### src/rtl/implication_monitor.sv
// implication_monitor
//   Runtime checker for a registered data path. Watches the stage input I and
//   its registered output O and checks "I high implies O high DELAY cycles
//   later". Keeps saturating pass/fail counters, a sticky error flag, a
//   registered per-failure pulse and the cycle-counter value of the first
//   failure.
//
//   Optional build macro: MONITOR_ASSERT_EN adds simulation-only assertions
//   (a $error on every miss, and a DELAY range check at elaboration). The
//   hardware behaviour is identical with or without it.
//
//   Ports
//     CLK           clock, all state updates on posedge
//     RESET         synchronous active-high reset
//     EN            monitor enable
//     CLR           synchronous clear of counters, error and obligations
//     I             antecedent (stage input)
//     O             consequent (stage registered output)
//     pass_cnt      matured obligations satisfied (saturating)
//     fail_cnt      matured obligations violated (saturating)
//     error         sticky, set on first failure
//     fail_pulse    one-cycle registered pulse per failure
//     first_fail_ts cyc_cnt value at the first failure
//     state         00 DISABLED, 01 MONITOR, 10 FAILED
//
//   state    | meaning
//   DISABLED | EN low (or just cleared with EN low); no checks, pend flushed
//   MONITOR  | checking, no failure seen since reset/CLR
//   FAILED   | at least one failure seen; checking and counting continue
module implication_monitor #(
  parameter int DELAY = 1,
  parameter int CNT_W = 16
) (
  input  logic             CLK,
  input  logic             RESET,
  input  logic             EN,
  input  logic             CLR,
  input  logic             I,
  input  logic             O,
  output logic [CNT_W-1:0] pass_cnt,
  output logic [CNT_W-1:0] fail_cnt,
  output logic             error,
  output logic             fail_pulse,
  output logic [CNT_W-1:0] first_fail_ts,
  output logic [1:0]       state
);

  typedef enum logic [1:0] {
    DISABLED = 2'b00,
    MONITOR  = 2'b01,
    FAILED   = 2'b10
  } state_t;

  localparam logic [CNT_W-1:0] CNT_MAX = '1;
  localparam logic [CNT_W-1:0] CNT_ONE = CNT_W'(1);

  state_t           state_r;
  state_t           state_n;
  logic [DELAY-1:0] pend;
  logic [DELAY-1:0] pend_next;
  logic [CNT_W-1:0] cyc_cnt;
  logic             matured;
  logic             hit;
  logic             miss;

  // pend[0] holds I from the previous enabled cycle, so pend[DELAY-1] is the
  // antecedent that is due to be checked against O in the current cycle.
  assign matured = pend[DELAY-1];
  assign state   = state_r;

  always_comb begin
    pend_next    = pend << 1;
    pend_next[0] = I;
  end

  always_comb begin
    state_n = state_r;
    hit     = 1'b0;
    miss    = 1'b0;
    if (CLR) begin
      state_n = EN ? MONITOR : DISABLED;
    end else if (!EN) begin
      state_n = DISABLED;
    end else begin
      if (state_r != DISABLED) begin
        hit  = matured & O;
        miss = matured & ~O;
      end
      case (state_r)
        DISABLED: state_n = MONITOR;
        MONITOR:  if (miss) state_n = FAILED;
        FAILED:   state_n = FAILED;
        default:  state_n = DISABLED;
      endcase
    end
  end

  always_ff @(posedge CLK) begin
    if (RESET) state_r <= DISABLED;
    else       state_r <= state_n;
  end

  always_ff @(posedge CLK) begin
    if (RESET || CLR) begin
      pend          <= '0;
      cyc_cnt       <= '0;
      pass_cnt      <= '0;
      fail_cnt      <= '0;
      first_fail_ts <= '0;
      error         <= 1'b0;
      fail_pulse    <= 1'b0;
    end else if (!EN) begin
      // Flush so no stale obligation matures after re-enable.
      pend       <= '0;
      fail_pulse <= 1'b0;
    end else begin
      pend       <= pend_next;
      fail_pulse <= miss;
      if (cyc_cnt != CNT_MAX) cyc_cnt <= cyc_cnt + CNT_ONE;
      if (hit && pass_cnt != CNT_MAX) pass_cnt <= pass_cnt + CNT_ONE;
      if (miss && fail_cnt != CNT_MAX) fail_cnt <= fail_cnt + CNT_ONE;
      if (miss && !error) begin
        first_fail_ts <= cyc_cnt;
        error         <= 1'b1;
      end
    end
  end

`ifdef MONITOR_ASSERT_EN
  if (DELAY < 1 || DELAY > 15) begin : g_delay_range
    $error("implication_monitor: DELAY=%0d outside 1..15", DELAY);
  end

  always @(posedge CLK) begin
    if (!RESET) begin
      assert (!miss)
      else $error("implication_monitor: I did not imply O at cyc_cnt=%0d", cyc_cnt);
    end
  end
`endif

endmodule
### config.mk
export PLATFORM = sky130hd
export DESIGN_NAME = implication_monitor
export DESIGN_NICKNAME = d
export VERILOG_FILES = /design/src/rtl/implication_monitor.sv
export SDC_FILE = /design/constraint.sdc
export NUM_CORES = 1
export LEC_CHECK = 0
export BUFFER_PORTS_ARGS = -buffer_cell sky130_fd_sc_hd__clkbuf_2
export CELL_PAD_IN_SITES_DETAIL_PLACEMENT = 1
export CELL_PAD_IN_SITES_GLOBAL_PLACEMENT = 1
export CORE_UTILIZATION = 40
export CTS_BUF_LIST = sky130_fd_sc_hd__clkbuf_4
export CTS_CLUSTER_DIAMETER = 120
export DETAILED_ROUTE_END_ITERATION = 7
export PLACE_DENSITY = 0.8
export SLEW_MARGIN = 20
export SYNTH_ARGS = -nofsm -noshare
export SYNTH_HDL_FRONTEND = slang
export SYNTH_SLANG_ARGS = --single-unit
### constraint.sdc
create_clock -name CLK -period 2.56 [get_ports CLK]
set_input_delay 0.512 -clock CLK [delete_from_list [all_inputs] [get_ports CLK]]
set_output_delay 0.512 -clock CLK [all_outputs]
set_load 0.02 [all_outputs]
* Yosys cells after proc, flatten, opt, wreduce, memory -nomap -nowiden
Cells that the tools add are included.
Word-level totals: input port bits 6, logic and storage cells 46, output and inout bits 52, register bits after elaboration 69
Operators by class: $add $sub $neg 3, mux-type cells 13, equal/unequal tests 6, bitwise operators 4, reduce and logical (&&, ||, !) cells 12
Operators by type and width (count):
- adder 16 x 1 -> 16 bit, second input constant | 3
- inequality test 16 bit, second input constant | 3
- two-way mux 1 bit | 9
- AND reduction 2 bit | 4
- two-way mux 2 bit | 3
- case mux 2 bit (3 select lines) | 1
- inequality test 4 bit, second input constant | 1
- logical AND 1 bit | 3
- AND 1 bit | 2
- == test 2 x 1 -> 1 bit, second input constant | 1
- == test 2 bit, second input constant | 1
- zero test 2 bit | 1
- inverter 1 bit | 2
- nonzero test 2 bit | 1
- OR reduction 2 bit | 1
- zero test 1 bit | 1
- logical OR 1 bit | 1

* Logic depth before layout (Yosys ltp)
depth in word-level cells 9, gate-level depth with buffers 8, depth with buffers taken out 6

* Worst setup path before layout
OpenSTA, ideal clock, no wires.
kind reg-to-reg, start reg state_r[0] (netlist: state[0]), end reg pass_cnt[10], period minus slack after synthesis 1973 ps, library setup time 70 ps, data required time 2490 ps, buffers on the path 0, cell stages (with the launch flop) 7, setup slack 587 ps, data arrival time 1903 ps, path through dfxtp_1 -> inv_1 -> ha_1 -> and4bb_2 -> nand4_1 -> or4_1 -> a21oi_1
On the way: word-level cells in the longest chain between the ends 6
RTL lines:
- start, declared | line 57 | state_t state_r;
- start signal, assigned | line 100 | else state_r <= state_n;
- nonzero test 2 bit | line 85 | if (state_r != DISABLED) begin
- two-way mux 1 bit | line 85
- two-way mux 1 bit | line 82 | end else if (!EN) begin
- two-way mux 1 bit | line 80 | if (CLR) begin
- logical AND 1 bit | line 120 | if (hit && pass_cnt != CNT_MAX) pass_cnt <= pass_cnt + CNT_ONE;
- AND reduction 2 bit (no line)
- end signal, assigned | line 120
- end, declared | line 40 | output logic [CNT_W-1:0] pass_cnt,
No other way between the ends. A chain may end at the register's enable or synchronous reset.

* Worst setup path after layout
start reg state_r[0] (netlist: state[0]), end reg pass_cnt[15]
The elaborated chain is that of the path after synthesis.

==> impl_metrics.csv <==
group,metric,value,unit
routing,drt_first_pass_iters,4,
sta,fin_setup_tns,0,ns
global_route,first_global_vias,3166,
logic_synthesis,synth-seq-cells,69,
clock_network,clk_path_buf_depth,2,
clock_network,cts_setup_buffers,0,
logic_synthesis,synth_seq_area_share,0.399,
setup_path,reg2reg_depth,6,
logic_synthesis,synth.avg_cell_area,8.62,um^2
logic_synthesis,ys_warn_count,0,
floorplan,fp.dieH,95.0,um
clock_network,cts_tree,"done",
sta,hold_ws,0.373,ns
final_layout,nets,465,
setup_path,crit_arrival,2.44,ns
clock_network,clk_latency,0.42,ns
setup_path,crit_path_end_kind,"flip-flop",
sta,finalCriticalPeriod,2.11,ns
power_and_ir_drop,p_leak,1.39,nW
setup_path,crit_path_end,"pass_cnt[15]$_SDFFE_PP0P_",
logic_synthesis,netlist_area,3460,um^2
global_route,grt.overflow.total,0,
clock_network,htree_num_levels,3,
placed_design,place_congestion,0.805,
setup_path,start_kind,"flip-flop",
logic_synthesis,synthCells,401,
sta,tightestPinTransition,0.672,ns
floorplan,num_rows,33,
final_layout,fill_cells,1025,
placed_design,dp_hpwl,6.93,mm
final_layout,seq_area,1380,um^2
routing,ant_nets,0,
setup_path,cpMaxStageDelayCell,"or4_1",
clock_network,cts-resized-gates,0,
sta,setup_viol,0,
sta,rsz0062_at_grt,"no",
routing,drc_errors,0,
sta,max_freq,474,MHz
setup_path,crit_start,"state[0]$_SDFFE_PP0P_",
setup_path,r2r_start,"state[0]$_SDFFE_PP0P_",
outcome,outcome,"complete, no violations",
floorplan,start_util,0.417,
global_route,antenna_found_initial,0,
flow_run,drv_cap,0,
logic_synthesis,synth_ff_type,"dfxtp_1",
routing,drt-vias-per-instance,5.95,
setup_path,rrSetupSlack,0.45,ns
sta,slew-limit-headroom,0.552,
setup_path,worstReg2RegEnd,"pass_cnt[15]$_SDFFE_PP0P_",
setup_path,critPathKind,"reg2reg",
floorplan,die_w,95.0,um
final_layout,drive_gt1_frac,0.210,
logic_synthesis,synth_cell_types,61,
logic_synthesis,synth-async-reset-ratio,0,
global_route,grt_max_degree,27,
power_and_ir_drop,power,1.94,mW
worst_hold_path,hold_class,"in2reg",
routing,via_count,3348,
logic_synthesis,synth_edf_count,0,
floorplan,die_area,9020,um^2
power_and_ir_drop,ir_drop,194,uV
floorplan,core,8300,um^2
clock_network,clock_sinks,69,
sta,drv_slew,0,
setup_path,cp_max_fo,8,
clock_network,cts_hold_buf,0,
routing,drt_wl_total,9.54,mm
clock_network,numCtsBuffers,9,
clock_network,clkTransAtPathRegs,0.12,ns
setup_path,cp.required,2.90,ns
final_layout,multiInputGateArea,1940,um^2
clock_network,cts_root_buf,"clkbuf_4",
sta,final.setup_skew,0.0224,ns
global_route,grt_pass1_wl,15.8,mm
final_layout,area_growth,14.6,%
power_and_ir_drop,p_per_area,491,nW/um^2
placed_design,io_buffers,57,
final_layout,antennaDiodeCount,0,
floorplan,io_pins,58,
logic_synthesis,syn-num-nets,413,
routing,wire_per_inst,16.9,um
sta,period_share,0.823,
routing,drt_iter0_drc,167,
setup_path,worstPathCellList,"inv_1 > ha_1 > nand4b_1 > nand4bb_1 > or4_1 > a21oi_1",
sta,hold_violations,0,
global_route,grt_use_total,0.224,
setup_path,max_stage_delay,0.54,ns
==> worst min path at each step <==
stage	end	slack [ns]	depth (start not counted)	startpoint
after floorplan	first_fail_ts[7]$_SDFFE_PP0P_	0.45	2	cyc_cnt[7]$_SDFFE_PP0P_
after global placement	first_fail_ts[14]$_SDFFE_PP0P_	0.46	2	first_fail_ts[14]$_SDFFE_PP0P_
after detailed placement	first_fail_ts[12]$_SDFFE_PP0P_	0.47	2	first_fail_ts[12]$_SDFFE_PP0P_
after CTS	matured$_SDFF_PP0_	0.35	2	I
after global routing	matured$_SDFF_PP0_	0.36	2	I
final	matured$_SDFF_PP0_	0.37	2	I
==> per-layer routing <==
layer  share of wire  track usage  vias up
met2            0.46        0.359       86
met3           0.039       0.0306       19
met4           0.019       0.0884        0
met5               0            0        -
li1                -            -     1632
met1            0.48        0.301     1611
==> cell usage after synthesis, drive strengths merged (2+ instances only) <==
| cell | instances | share of area |
|---|---|---|
| dfxtp | 69 | 0.40 |
| nand2 | 48 | 0.053 |
| a21oi | 38 | 0.055 |
| o21ai | 29 | 0.042 |
| nand3 | 19 | 0.027 |
| nand4 | 18 | 0.033 |
| nor2 | 16 | 0.018 |
| or3 | 14 | 0.025 |
| and4 | 12 | 0.030 |
| buf | 12 | 0.024 |
| clkbuf | 11 | 0.012 |
| mux2i | 10 | 0.029 |
| and3 | 9 | 0.017 |
| nor3 | 9 | 0.018 |
| o31ai | 8 | 0.017 |
| or4 | 8 | 0.017 |
| a31oi | 6 | 0.011 |
| ha | 6 | 0.022 |
| nor4 | 6 | 0.021 |
| and2 | 5 | 0.0090 |
| inv | 4 | 0.0043 |
| nor3b | 4 | 0.010 |
| o311ai | 4 | 0.012 |
| o41ai | 4 | 0.012 |
| o31a | 3 | 0.0076 |
| a211oi | 2 | 0.0043 |
| nand4b | 2 | 0.0051 |
| nor2b | 2 | 0.0036 |
| nor4b | 2 | 0.0051 |
| o21a | 2 | 0.0043 |
==> metrics by stage <==
stage,utilization,worst slack (ns),std cells,cell area [um^2]
4_1_cts,0.477,0.450,563,3960
6_report,0.477,0.452,563,3960
2_1_floorplan,-,0.587,401,3460
5_1_grt,0.477,0.263,563,3960
3_5_place_dp,0.458,0.463,547,3800
3_3_place_gp,0.458,0.540,547,3800
==> critical path: cells and delay by family, from the launching register on <==
kind,cells,cell delay (ns)
adder cells (fa/ha/maj),1,0.24
flip-flops,1,0.39
AND/OR/NAND/NOR,3,1.18
buffers and inverters,1,0.08
AO/OA/AOI/OAI,1,0.15
==> power by group <==
group          total, mW  internal, mW  switching, mW
Clock              0.799         0.389          0.410
Sequential          1.08          1.08        0.00295
Combinational     0.0664        0.0215         0.0448
Total               1.94          1.49          0.457
==> state kept, by name, indices dropped and copies added, names as in the netlist <==
name           count
cyc_cnt           16
fail_cnt          16
first_fail_ts     16
pass_cnt          16
state              2
error              1
fail_pulse         1
matured            1
==> area by class of cell <==
cell class | count | area share
clock buffers | 9 | 0.0171
clock inverters | 7 | 0.0227
inverters | 4 | 0.00379
multi-input cells | 305 | 0.489
flip-flops and latches | 69 | 0.349
well taps | 105 | 0.0332
repair buffers | 64 | 0.0853
==> logic make-up after synthesis <==
family / Yosys count / synth area share
AO/OA/AOI/OAI: 105 / 0.190
XOR/XNOR: 2 / 0.00507
adder cells (fa/ha/maj): 6 / 0.0217
buffers and inverters: 27 / 0.0398
flip-flops: 69 / 0.399
multiplexers: 11 / 0.0322
AND/OR/NAND/NOR: 181 / 0.312
==> cells in the final DEF, fill, tap and decap left out, types with 3 or more instances in the layout <==
| cell | instances |
|---|---|
| nand2_1 | 47 |
| nand4_1 | 18 |
| o21ai_0 | 29 |
| clkbuf_2 | 57 |
| buf_4 | 7 |
| a31oi_1 | 6 |
| o311ai_0 | 3 |
| nor4_1 | 3 |
| and2_1 | 5 |
| nor3b_1 | 3 |
| o41ai_1 | 3 |
| or3_1 | 14 |
| clkinvlp_4 | 3 |
| dfxtp_1 | 69 |
| clkbuf_4 | 9 |
| ha_1 | 6 |
| nor2_1 | 15 |
| and3_1 | 8 |
| o31ai_1 | 8 |
| nor3_1 | 7 |
| or4_1 | 8 |
| inv_1 | 4 |
| o31a_1 | 3 |
| nand3_1 | 19 |
| and4_1 | 12 |
| mux2i_1 | 10 |
| a21oi_1 | 38 |
No activity file was read; power rests on OpenSTA's default activity.
